[src/rtl/partition_sweep_ctrl.sv]
// Exhaustive sweep of an NI-input partition, comparing exact vs approximate copies.
// Optional SWEEP_WCE_EN adds a worst-case |exact - approx| output (wce).
module partition_sweep_ctrl #(
  parameter int NI   = 7,
  parameter int NO   = 4,
  parameter int ERRW = 10
) (
  input  logic            clk,
  input  logic            rst,
  input  logic            start,
  input  logic            hold,
  output logic [NI-1:0]   pi,
  input  logic [NO-1:0]   po_exact,
  input  logic [NO-1:0]   po_approx,
  output logic            busy,
  output logic            done,
  output logic [NI:0]     err_count,
`ifdef SWEEP_WCE_EN
  output logic [NO-1:0]   wce,
`endif
  output logic [ERRW-1:0] hd_sum
);

  typedef enum logic [1:0] {IDLE, RUN, DRAIN, DONE} state_t;

  state_t          state;
  logic [NO-1:0]   cap_e, cap_a;
  logic            vld;
  logic [NO-1:0]   diff;
  logic [ERRW-1:0] pc;
  logic            mism;
  logic            acc_en;

  assign busy = (state == RUN) || (state == DRAIN);

  // Scoring works on the capture registers, one cycle behind pi.
  always_comb begin
    diff = cap_e ^ cap_a;
    mism = |diff;
    pc   = '0;
    for (int i = 0; i < NO; i++) pc = pc + ERRW'(diff[i]);
  end

  assign acc_en = busy && !hold && vld;

`ifdef SWEEP_WCE_EN
  logic [NO-1:0] absd;
  assign absd = (cap_e >= cap_a) ? (cap_e - cap_a) : (cap_a - cap_e);
`endif

  always_ff @(posedge clk) begin
    if (rst) begin
      state     <= IDLE;
      pi        <= '0;
      done      <= 1'b0;
      err_count <= '0;
      hd_sum    <= '0;
      vld       <= 1'b0;
      cap_e     <= '0;
      cap_a     <= '0;
`ifdef SWEEP_WCE_EN
      wce       <= '0;
`endif
    end else begin
      case (state)
        IDLE: begin
          done <= 1'b0;
          if (start) begin
            state     <= RUN;
            pi        <= '0;
            err_count <= '0;
            hd_sum    <= '0;
            vld       <= 1'b0;
`ifdef SWEEP_WCE_EN
            wce       <= '0;
`endif
          end
        end
        RUN: if (!hold) begin
          cap_e <= po_exact;
          cap_a <= po_approx;
          vld   <= 1'b1;
          pi    <= pi + NI'(1);
          if (pi == {NI{1'b1}}) state <= DRAIN;
        end
        DRAIN: if (!hold) begin
          vld   <= 1'b0;
          state <= DONE;
          done  <= 1'b1;
        end
        default: begin
          done  <= 1'b0;
          state <= IDLE;
        end
      endcase

      if (acc_en) begin
        err_count <= err_count + (NI+1)'(mism);
        hd_sum    <= hd_sum + pc;
`ifdef SWEEP_WCE_EN
        if (absd > wce) wce <= absd;
`endif
      end
    end
  end

endmodule

[config.mk]
export PLATFORM = sky130hd
export DESIGN_NAME = partition_sweep_ctrl
export DESIGN_NICKNAME = d
export VERILOG_FILES = /design/src/rtl/partition_sweep_ctrl.sv
export SDC_FILE = /design/constraint.sdc
export NUM_CORES = 1
export LEC_CHECK = 0
export BUFFER_PORTS_ARGS = -buffer_cell sky130_fd_sc_hd__buf_4
export CAP_MARGIN = 40
export CORE_MARGIN = 3
export CORE_UTILIZATION = 30
export CTS_CLUSTER_SIZE = 12
export DETAILED_ROUTE_END_ITERATION = 6
export PLACE_DENSITY_LB_ADDON = 0.25
export SYNTH_ARGS = -nofsm -noshare
export SYNTH_HDL_FRONTEND = slang
export SYNTH_SLANG_ARGS = --single-unit
[constraint.sdc]
create_clock -name clk -period 2.5 [get_ports clk]
set_input_delay 0.375 -clock clk [delete_from_list [all_inputs] [get_ports clk]]
set_output_delay 0.375 -clock clk [all_outputs]
set_load 0.01 [all_outputs]
==> results.sh, run 1 <==
export IMPL_fin_tns_setup_ns=0
export IMPL_relSlewSlack_pct=55.9
export IMPL_ctsResizeCount=0
export IMPL_die_width_um=86.1
export IMPL_timing_rr_start="cap_e[0]$_SDFFE_PP0P_"
export IMPL_min_period_ns=2.47
export IMPL_fin_nets=289
export IMPL_yosys_area_top_type="dfxtp_1"
export IMPL_cp_required_ns=2.72
export IMPL_hold_end="cap_a[0]$_SDFFE_PP0P_"
export IMPL_place_ws_ns=0.0201
export IMPL_period_share_pct=98.9
export IMPL_clk_pin_slew_worst_paths_ns=0.07
export IMPL_antenna_found_initial=0
export IMPL_synth_cells=229
export IMPL_fin_util_pct=39.7
export IMPL_wl_met2_um=1930
export IMPL_vias_per_cell=5.06
export IMPL_clockBufferDepth=2
export IMPL_ys_seq_area_share_pct=38.4
export IMPL_critPathLaunchType="register"
export IMPL_fillerInstances=628
export IMPL_reg2reg_depth=10
export IMPL_synth_edf_count=0
export IMPL_globalplace_congestion=0.761
export IMPL_grt_pass1_vias=1597
export IMPL_ys_warn_count=0
export IMPL_seq_area_um2=743
export IMPL_htree_levels=2
export IMPL_r2r_end="hd_sum[8]$_SDFFE_PP0P_"
export IMPL_maxCapViolCount=0
export IMPL_total_leakage_power_nw=0.896
export IMPL_wirelength_met1_um=2220
export IMPL_place_area_um2=2280
export IMPL_synth_top_area_share_pct=38.4
export IMPL_dieArea_um2=7420
export IMPL_skew_ns=0.00484
export IMPL_rows=28
export IMPL_postCtsHoldBufs=0
export IMPL_antenna_cells=0
export IMPL_met3WireLength_um=208
export IMPL_clock_root_buffer="clkbuf_8"
export IMPL_worst_setup_path_end_kind="register"
export IMPL_numClockSinks=37
export IMPL_fin_ws_ns=0.0273
export IMPL_rsz0062_at_grt="yes"
export IMPL_hold_depth=3
export IMPL_route_detailed_drc=0
export IMPL_fmax_mhz=404
export IMPL_ios=39
export IMPL_vias=1732
export IMPL_synthArstFlopShare_pct=0
export IMPL_finalSetupViolations=0
export IMPL_holdCritPathClass="in2reg"
export IMPL_grt_max_degree=37
export IMPL_hold_viol=0
export IMPL_first_iter_violations=90
export IMPL_netlist_area_um2=1930
export IMPL_io_buffer_count=38
export IMPL_cts_tree="yes"
export IMPL_cts_setup_buffers=0
export IMPL_cp_max_fo=5
export IMPL_syn_avg_cell_area_um2=8.41
export IMPL_hold_slack_ns=0.330
export IMPL_initial_utilization_pct=31.8
export IMPL_final_area_um2=2410
export IMPL_layout_commonest_cell="buf_4"
export IMPL_top_layer="met4"
export IMPL_multi_input_area_um2=1140
export IMPL_yosysUniqueCellTypes=40
export IMPL_drive_above_1_share_pct=24.3
export IMPL_grt_ovfl_total=0
export IMPL_placed_cells_incl_taps=334
export IMPL_wl_um=4430
export IMPL_syn_nets=252
export IMPL_die_height_um=86.1
export IMPL_min_from="po_approx[0]"
export IMPL_routedWlPerCell_um=12.9
export IMPL_clk_latency_ns=0.29
export IMPL_syn_to_final_growth_pct=24.9
export IMPL_worst_slew_pin_slew_ns=0.643
export IMPL_cts_buffers=5
export IMPL_grt_first_pass_wirelength_um=7470
export IMPL_dp_hpwl_um=3170
export IMPL_synth_ff_type="dfxtp_1"
export IMPL_drv_slew=0
export IMPL_detail_route_antenna_nets=0
export IMPL_ir_worst_vdd_mv=0.199
export IMPL_core_area_um2=6060
export IMPL_critPathKind="reg2reg"
export IMPL_grtUsageTotal_pct=12.7
export IMPL_ys_ff_latch=37
export IMPL_synth_area_leaders="dfxtp_1 38%, a21oi_1 6.0%, ha_1 5.2%"
export IMPL_totalPowerFinal_mw=1.53
export IMPL_final_cell_mix="41 x buf_4, 35 x dfxtp_1, 22 x nand2_1, 22 x a21oi_1, 22 x nor2_1"
export IMPL_drtPass1Iterations=4
export IMPL_powerDensity_nw_per_um2=636
export IMPL_final_cells=342
export IMPL_crit_arrival_ns=2.70
export IMPL_r2r_setup_slack_ns=0.03
export IMPL_status="completed"
## per-layer routing
metal / vias up / GRT usage [%]
met5: - / 0
met4: 0 / 5.18
met3: 6 / 3.94
met2: 30 / 19.1
met1: 817 / 16.8
li1: 879 / -
## synthesized netlist by cell type (2+ instances only)
master and instances:
nand2b_1 2, clkbuf_1 7, o211ai_1 3, or3_1 5
nand3_1 7, and2_1 2, buf_4 3, nand3b_1 4
nor2_1 22, inv_1 7, and3_1 3, nor3b_1 2
a22oi_1 3, mux2_2 4, nand4_1 5, mux2i_1 2
buf_2 2, nor2b_1 5, xnor2_1 8, o21ai_1 2
or2_2 2, a31oi_1 3, fa_1 3, dfxtp_1 37
a21oi_1 23, o221ai_1 3, nor3_1 7, o21ai_0 11
nand2_1 22, ha_1 8, o31ai_1 3
## cell families (layout without fill, tap and decap cells)
group / after synthesis / after routing / share of synthesized area (%)
adders and majority gates: 11 / 11 / 8.31
xor gates and xnor gates: 8 / 8 / 3.64
muxes: 6 / 6 / 3.38
DFF: 37 / 37 / 38.4
and+or+nand+nor: 94 / 94 / 25.2
buffers and inverters: 19 / 57 / 4.42
AOI/OAI and AO/OA: 54 / 54 / 16.6
## where the power goes
group          internal [mW]  switching (mW)  total, mW
Clock                  0.198           0.201      0.399
Sequential             0.629          0.0304      0.659
Combinational          0.189           0.283      0.472
Total                   1.02           0.515       1.53
## state kept, by name, indices dropped and copies added (netlist names)
name,cells
cap_e,4
cap_a,4
hd_sum,10
err_count,8
done,1
state,2
pi,7
vld,1
## worst max path at each step
stage / from / slack (ns) / endpoint
6_report: cap_e[0]$_SDFFE_PP0P_ / 0.03 / hd_sum[8]$_SDFFE_PP0P_
5_1_grt: cap_e[0]$_SDFFE_PP0P_ / -0.07 / hd_sum[8]$_SDFFE_PP0P_
4_1_cts: cap_a[2]$_SDFFE_PP0P_ / 0.006 / hd_sum[8]$_SDFFE_PP0P_
3_5_place_dp: cap_a[2]$_SDFFE_PP0P_ / 0.02 / hd_sum[8]$_SDFFE_PP0P_
3_3_place_gp: cap_a[0]$_SDFFE_PP0P_ / 0.09 / hd_sum[6]$_SDFFE_PP0P_
2_1_floorplan: cap_a[2]$_SDFFE_PP0P_ / 0.0007 / hd_sum[8]$_SDFFE_PP0P_
## critical path, cell delays in order, from the launching register on
cell     delay (ns)
dfxtp_2        0.33
xnor2_2        0.15
fa_1           0.57
fa_2           0.22
inv_2          0.04
fa_2           0.37
and3_4         0.20
buf_6          0.12
a31oi_1        0.15
o21ai_1        0.10
a21oi_2        0.15
## layout make-up
| class | count | area share, % |
|---|---|---|
| clock buffers | 8 | 3.33 |
| inverters | 7 | 1.09 |
| multi-input cells | 173 | 47.6 |
| flip-flops and latches | 37 | 30.9 |
| well taps | 75 | 3.90 |
| repair buffers | 42 | 13.3 |
Note: power is estimated with default switching activity, not from simulation.
==> run 2: changes to the inputs <==
--- a/config.mk
+++ b/config.mk
@@ -7,11 +7,14 @@
 export LEC_CHECK = 0
 export BUFFER_PORTS_ARGS = -buffer_cell sky130_fd_sc_hd__buf_4
 export CAP_MARGIN = 40
+export CELL_PAD_IN_SITES_DETAIL_PLACEMENT = 1
+export CELL_PAD_IN_SITES_GLOBAL_PLACEMENT = 1
 export CORE_MARGIN = 3
-export CORE_UTILIZATION = 30
+export CORE_UTILIZATION = 36
 export CTS_CLUSTER_SIZE = 12
 export DETAILED_ROUTE_END_ITERATION = 6
 export PLACE_DENSITY_LB_ADDON = 0.25
+export SKIP_CTS_REPAIR_TIMING = 1
 export SYNTH_ARGS = -nofsm -noshare
 export SYNTH_HDL_FRONTEND = slang
 export SYNTH_SLANG_ARGS = --single-unit
==> run 2 against run 1 <==
Against the previous run: total power up 11%; final area grew 1.4%; sequential power hardly changed; maximum frequency barely moved; utilization increased by 7.8 points; wire length is 12% higher.
==> results.sh, run 2 (synthesis gave the netlist of run 1 again) <==
export IMPL_max_stage_delay_ns=0.57
export IMPL_period_share_pct=98.9
export IMPL_clk_latency_ns=0.29
export IMPL_cts_buffers=5
export IMPL_sw_frac_of_total_pct=32.3
export IMPL_place_area_um2=2290
export IMPL_rsz0062_at_grt="yes"
export IMPL_place_ws_ns=0.0251
export IMPL_die_height_um=79.2
export IMPL_io_buffer_count=38
export IMPL_total_leakage_power_nw=0.929
export IMPL_switchingPower_mw=0.548
export IMPL_initial_utilization_pct=37.5
export IMPL_pwr_share_clk_pct=32.2
export IMPL_final_cell_mix="44 x buf_4, 35 x dfxtp_1, 23 x a21oi_1, 22 x nand2_1, 22 x nor2_1"
export IMPL_dp_hpwl_um=3460
export IMPL_crit_arrival_ns=2.70
export IMPL_grt_ovfl_total=0
export IMPL_relSlewSlack_pct=53.1
export IMPL_critPathLaunchType="register"
export IMPL_critPathKind="reg2reg"
export IMPL_p_comb_share_pct=28.9
export IMPL_clock_root_buffer="clkbuf_8"
export IMPL_cp_required_ns=2.72
export IMPL_hold_slack_ns=0.324
export IMPL_fin_util_pct=47.5
export IMPL_status="completed"
export IMPL_numClockSinks=37
export IMPL_holdCritPathClass="in2reg"
export IMPL_ir_worst_vdd_mv=0.291
export IMPL_drtPass1Iterations=6
export IMPL_antenna_cells=0
export IMPL_sequentialPowerShare_pct=38.9
export IMPL_maxCapViolCount=0
export IMPL_antenna_found_initial=0
export IMPL_reg2reg_depth=10
export IMPL_cts_tree="yes"
export IMPL_ios=39
export IMPL_largest_reg_flops=10
export IMPL_finalSetupViolations=0
export IMPL_internal_power_mw=1.15
export IMPL_drv_slew=0
export IMPL_dieArea_um2=6270
export IMPL_largestRegisters="hd_sum: 10 flops, err_count: 8 flops, pi: 7 flops"
export IMPL_core_area_um2=5140
export IMPL_die_width_um=79.2
export IMPL_vias=1805
export IMPL_layout_commonest_cell="buf_4"
export IMPL_route_detailed_drc=0
export IMPL_cpMostUsedCell="fa_2"
export IMPL_skew_ns=0.00298
export IMPL_totalPowerFinal_mw=1.70
export IMPL_worst_setup_path_end_kind="register"
export IMPL_first_iter_violations=59
export IMPL_hold_depth=3
export IMPL_detail_route_antenna_nets=0
export IMPL_path_cells="xnor2_2, fa_1, fa_2, inv_2, fa_2, and3_4, buf_6, a31oi_1, o21ai_1, a21oi_1"
export IMPL_grt_pass1_vias=1776
export IMPL_hold_viol=0
export IMPL_top_register="hd_sum"
export IMPL_clk_pin_slew_worst_paths_ns=0.08
export IMPL_htree_levels=2
export IMPL_grt_max_degree=37
export IMPL_rows=26
export IMPL_final_area_um2=2440
export IMPL_min_period_ns=2.47
export IMPL_vias_per_cell=5.31
export IMPL_final_cells=340
export IMPL_syn_to_final_growth_pct=26.7
export IMPL_cp_slowest_cell="fa_1"
export IMPL_fmax_mhz=404
export IMPL_clockBufferDepth=2
export IMPL_fin_tns_setup_ns=0
export IMPL_grtUsageTotal_pct=16.5
export IMPL_grt_first_pass_wirelength_um=8320
export IMPL_globalplace_congestion=0.747
export IMPL_fin_nets=292
export IMPL_placed_cells_incl_taps=330
export IMPL_routedWlPerCell_um=14.6
export IMPL_worst_slew_pin_slew_ns=0.684
export IMPL_fin_ws_ns=0.0268
export IMPL_wl_um=4960
export IMPL_drive_above_1_share_pct=25.2
export IMPL_cp_max_fo=5
export IMPL_powerDensity_nw_per_um2=695
-- run 2: cell count changes in the layout (fill, tap and decap cells not counted), sizes merged --
cell / previous run / this run
clkbuf: 8 / 7
bufinv: 0 / 1
buf: 42 / 45
-- run 2: worst max-delay path: cells and delay by family (launching register included) --
family          cells  cell delay (ns)
fa+ha+maj           3             1.17
compound gates      3             0.39
buf+inv             2             0.16
flops               1             0.34
xor+xnor            1             0.15
simple gates        1             0.20
-- run 2: layout make-up --
cell class	count	area (µm²)
clock inverter	1	30.0
inverter	7	26.3
clock buffer	7	86.3
tap	70	87.6
timing repair buffer	45	342
multi-input combinational	173	1130
fill	665	2700
sequential	37	743
-- run 2: power by group through the flow --
stage | Sequential (mW) | Clock [mW] | Combinational (mW)
2_1_floorplan | 0.668 | 0 | 0.339
3_3_place_gp | 0.670 | 0 | 0.468
3_5_place_dp | 0.672 | 0 | 0.479
4_1_cts | 0.658 | 0.557 | 0.482
5_1_grt | 0.665 | 0.588 | 0.556
6_report | 0.659 | 0.546 | 0.491
-- run 2: worst paths after layout --
| kind | startpoint | endpoint | slack (ns) |
|---|---|---|---|
| min reg2reg | cap_e[1]$_SDFFE_PP0P_ | cap_e[1]$_SDFFE_PP0P_ | 0.47 |
| min | po_exact[0] | cap_e[0]$_SDFFE_PP0P_ | 0.32 |
| max reg2reg | cap_e[0]$_SDFFE_PP0P_ | hd_sum[8]$_SDFFE_PP0P_ | 0.03 |
| max | cap_e[0]$_SDFFE_PP0P_ | hd_sum[8]$_SDFFE_PP0P_ | 0.03 |
-- run 2: metal layers --
metal  GRT usage, %  share of wire [%]  vias up
li1               -                  -      888
met1           21.6                 47      873
met2           26.5                 48       37
met3           4.42                3.6        7
met4           4.81                1.4        0
met5              0                  0        -
